==> src/rtl/inst_queue.sv <==
// rtl/inst_queue.sv - Instruction queue between IF and ID with exception lock and WB flush.
module inst_queue #(
    parameter int DEPTH = 4
) (
    input  logic                         clk,
    input  logic                         rst_n,
    input  logic                         if_valid_in,
    input  logic [31:0]                  if_PC_in,
    input  logic [31:0]                  if_Instruct_in,
    input  logic                         if_exception_in,
    input  logic [4:0]                   if_ExcCode_in,
    output logic                         iq_allowin_out,
    input  logic                         id_allowin_in,
    input  logic                         wb_ClrStpJmp_in,
    output logic                         iq_valid_out,
    output logic [31:0]                  iq_PC_out,
    output logic [31:0]                  iq_Instruct_out,
    output logic                         iq_exception_out,
    output logic [4:0]                   iq_ExcCode_out,
    output logic [$clog2(DEPTH):0]       iq_count_out
);

    localparam int AW = $clog2(DEPTH);
    localparam int CW = AW + 1;
    localparam logic [CW-1:0] FULL = CW'(DEPTH);

    typedef enum logic {RUN, LOCK} lock_state_e;

    typedef struct packed {
        logic [31:0] pc;
        logic [31:0] inst;
        logic        exc;
        logic [4:0]  code;
    } entry_t;

    entry_t        mem_q [DEPTH];
    entry_t        mem_d [DEPTH];
    logic [AW-1:0] wr_ptr_q, wr_ptr_d;
    logic [AW-1:0] rd_ptr_q, rd_ptr_d;
    logic [CW-1:0] count_q, count_d;
    lock_state_e   state_q, state_d;
    logic          push;
    logic          pop;
    entry_t        head;

    // A full queue never passes through, even when ID pops the same cycle.
    assign iq_allowin_out = (count_q != FULL) && (state_q == RUN);
    assign iq_valid_out   = (count_q != '0);
    assign push           = if_valid_in && iq_allowin_out && !wb_ClrStpJmp_in;
    assign pop            = iq_valid_out && id_allowin_in && !wb_ClrStpJmp_in;

    always_comb begin
        wr_ptr_d = wr_ptr_q;
        rd_ptr_d = rd_ptr_q;
        count_d  = count_q;
        state_d  = state_q;
        if (wb_ClrStpJmp_in) begin
            wr_ptr_d = '0;
            rd_ptr_d = '0;
            count_d  = '0;
            state_d  = RUN;
        end else begin
            if (push) wr_ptr_d = wr_ptr_q + 1'b1;
            if (pop)  rd_ptr_d = rd_ptr_q + 1'b1;
            if (push && !pop)      count_d = count_q + 1'b1;
            else if (pop && !push) count_d = count_q - 1'b1;
            // Stop fetching after a faulting fetch until WB redirects.
            if (push && if_exception_in) state_d = LOCK;
        end
    end

    always_comb begin
        mem_d = mem_q;
        if (push) begin
            mem_d[wr_ptr_q] = '{pc: if_PC_in, inst: if_Instruct_in,
                                exc: if_exception_in, code: if_ExcCode_in};
        end
    end

    always_ff @(posedge clk or negedge rst_n) begin
        if (!rst_n) begin
            wr_ptr_q <= '0;
            rd_ptr_q <= '0;
            count_q  <= '0;
            state_q  <= RUN;
        end else begin
            wr_ptr_q <= wr_ptr_d;
            rd_ptr_q <= rd_ptr_d;
            count_q  <= count_d;
            state_q  <= state_d;
        end
    end

    always_ff @(posedge clk) begin
        mem_q <= mem_d;
    end

    always_comb begin
        head = '0;
        if (iq_valid_out) head = mem_q[rd_ptr_q];
    end

    assign iq_PC_out        = head.pc;
    assign iq_Instruct_out  = head.inst;
    assign iq_exception_out = head.exc;
    assign iq_ExcCode_out   = head.code;
    assign iq_count_out     = count_q;

endmodule

==> config.mk <==
export PLATFORM = sky130hd
export DESIGN_NAME = inst_queue
export DESIGN_NICKNAME = d
export VERILOG_FILES = /design/src/rtl/inst_queue.sv
export SDC_FILE = /design/constraint.sdc
export NUM_CORES = 1
export LEC_CHECK = 0
export BUFFER_PORTS_ARGS = -buffer_cell sky130_fd_sc_hd__buf_2
export CAP_MARGIN = 20
export CORE_MARGIN = 1
export CORE_UTILIZATION = 45
export CTS_CLUSTER_SIZE = 25
export DETAILED_ROUTE_END_ITERATION = 10
export GPL_TIMING_DRIVEN = 0
export PLACE_DENSITY = 0.63
export SYNTH_ARGS = -nofsm -noshare
export SYNTH_HDL_FRONTEND = slang
export SYNTH_SLANG_ARGS = --single-unit
==> constraint.sdc <==
create_clock -name clk -period 6.5 [get_ports clk]
set_input_delay 0.975 -clock clk [delete_from_list [all_inputs] [get_ports clk]]
set_output_delay 0.975 -clock clk [all_outputs]
set_load 0.005 [all_outputs]
==> results.json <==
{
  "status": "completed",
  "synth_cell_types": 28,
  "first_pass_iters": 6,
  "numCtsBuffers": 29,
  "cp.required_ns": 5.52,
  "cp_slowest_stage_delay_ns": 0.58,
  "htree_levels": 1,
  "arrival_ns": 2.39,
  "end_kind": "output pin",
  "drt_first_iter_violations": 314,
  "maxSlewViolCount": 0,
  "cts_max_path_buffers": 3,
  "clock_latency_ns": 0.53,
  "seq_area_frac_synth_pct": 77.47,
  "pre_cts_ws_ns": 3.464,
  "rsz0062_at_grt": "no",
  "cp.buffers_inverters": 3,
  "cts.sinks": 288,
  "via_count": 5364,
  "setup_violations": 0,
  "cts_resized": 0,
  "chipHeight_um": 159.1,
  "crit_fanout": 10,
  "cts-root-buf": "clkbuf_16",
  "grtUsageTotal_pct": 17.07,
  "clk_pin_slew_ns": 0.06,
  "netlist_top_cells_area": "edfxtp_1, mux4_2, and2_1",
  "crit_top_cell": "buf_2",
  "dieArea_um2": 25330,
  "final_cell_mix": "edfxtp_1, buf_2, and2_1, mux4_2, clkbuf_16",
  "cts_setup_buffers": 0,
  "synth_area_um2": 11110,
  "dieWidth_um": 159.1,
  "fmax_mhz": 296.9,
  "ir_drop_mv": 0.2650,
  "io_pins": 150,
  "n_fill_cell": 1902,
  "antenna_left": 0,
  "grt_start_max_net_pins": 56,
  "worst_pin_slew_ns": 0.6995,
  "crit_family": "buffers and inverters",
  "setup_slack_ns": 3.131,
  "synth_top_cell_by_area": "edfxtp_1",
  "synth.avg_cell_area_um2": 22.05,
  "crit_slowest_cell": "clkbuf_1",
  "drive_above_1_share_pct": 39.75,
  "syn_inst": 504,
  "yosys_warnings": 0,
  "power_density_nw_per_um2": 404.2,
  "path_cells": "buf_2, clkbuf_1, mux4_2, and2_1, buf_2",
  "final_common_cell": "edfxtp_1",
  "synth_top_area_share_pct": 75.67,
  "fin_util_pct": 54.95,
  "grt.overflow.total": 0,
  "finalHoldViolations": 0,
  "ys_seq_elements": 288,
  "cts_tree": "yes",
  "p_leak_nw": 4.581,
  "syn2layout_area_growth_pct": 19.92,
  "rr_worst_depth": 6,
  "hp-class": "in2async",
  "skew_ns": 0.01083,
  "num_rows": 57,
  "postRouteWirelength_um": 20970,
  "io_buffers": 147,
  "syn_nets": 584,
  "cp.depth": 5,
  "grt_pass1_wl_um": 32970,
  "fin_crit_sh_pct": 51.83,
  "worst-setup-path-type": "reg2out",
  "hold_buffers": 0,
  "grt_pass1_vias": 5850,
  "start_util_pct": 45.83,
  "gp_congestion": 0.6937,
  "drcViolationCount": 0,
  "slew_headroom_pct": 53.36,
  "antenna_found_initial": 3,
  "wl_per_cell_um": 20.32,
  "vias_per_cell": 5.198,
  "layout_min_cycle_time_ns": 3.369,
  "core_area_um2": 24250,
  "dpl.hpwl_um": 12880,
  "maxCapViolCount": 0,
  "cp-start-kind": "flip-flop",
  "fin_nets": 766,
  "setup_tns_ns": 0
}
==> final timing paths <==
| kind | start | to | slack [ns] |
|---|---|---|---|
| setup reg to reg | iq_count_out[2]$_DFFE_PN0P_ | mem_q[135]$_DFFE_PP_ | 3.94 |
| setup / recovery | rd_ptr_q[1]$_DFFE_PN0P_ | iq_ExcCode_out[4] | 3.13 |
| hold reg to reg | state_q$_DFFE_PN0P_ | state_q$_DFFE_PN0P_ | 0.55 |
| hold / removal | rst_n | state_q$_DFFE_PN0P_ | 0.28 |
| max in group asynchronous | rst_n | iq_count_out[1]$_DFFE_PN0P_ | 6.04 |
| min in group clk | state_q$_DFFE_PN0P_ | state_q$_DFFE_PN0P_ | 0.55 |
==> where the power goes <==
part           total, W  switching, W  internal (W)
clock           0.00167      0.000661       0.00101
combinational   0.00151      0.000744      0.000762
sequential      0.00221     0.0000377       0.00217
total           0.00539       0.00144       0.00394
==> through the flow <==
stage / std cells / area (µm²) / total power (W) / hold WS (ns)
floorplan: 504 / 11110 / 0.003179 / 0.5042
global placement: 975 / 12250 / 0.003777 / 0.5210
detailed placement: 979 / 12370 / 0.003803 / 0.5380
CTS: 1031 / 13320 / 0.005484 / 0.2588
global route: 1031 / 13320 / 0.005674 / 0.2745
finish: 1032 / 13330 / 0.005386 / 0.2812
==> layer usage <==
layer,global-route usage (%),wire (µm),up-vias
met5,0,27,-
met1,21.89,8823,2793
li1,-,-,2391
met2,29.51,10550,138
met4,4.808,425,4
met3,3.647,1149,38
==> sequential cells by signal, indices dropped and copies added, names as in the netlist <==
| register | flops |
|---|---|
| mem_q | 280 |
| rd_ptr_q | 2 |
| iq_count_out | 3 |
| state_q | 1 |
| wr_ptr_q | 2 |
==> Yosys cell counts (all sizes together) <==
library cell    n
a2111oi         1
a21oi           2
and2           75
and3            1
buf            11
clkbuf         16
dfrtp           8
edfxtp        280
fa              1
ha              4
inv             5
mux2i           2
mux4           70
nand2           1
nand2b          2
nand3           2
nor2            9
nor2b           1
nor3b           2
nor4b           1
o21ai           1
o32ai           1
or2             1
or3             1
xnor2           2
xor2            4
==> logic make-up after synthesis <==
logic type               Yosys count  share of synthesized area [%]
AND/OR/NAND/NOR                   96                          5.292
multiplexers                      72                          14.37
AO/OA/AOI/OAI                      5                         0.3490
adder cells (fa/ha/maj)            5                         0.6306
buffers and inverters             32                          1.419
flip-flops                       288                          77.47
XOR/XNOR                           6                         0.4729
==> area by class of cell <==
type / instances / area (µm²) / area share [%]
Clock inverter: 19 / 216.5 / 1.624
Antenna cell: 1 / 2.502 / 0.01878
Buffer: 27 / 138.9 / 1.042
Multi-Input combinational cell: 184 / 2356 / 17.68
Sequential cell: 288 / 8608 / 64.60
Tap cell: 324 / 405.4 / 3.042
Inverter: 5 / 18.77 / 0.1408
Timing Repair Buffer: 151 / 838.3 / 6.291
Clock buffer: 33 / 740.7 / 5.559
Note: power is estimated with default switching activity, not from simulation.
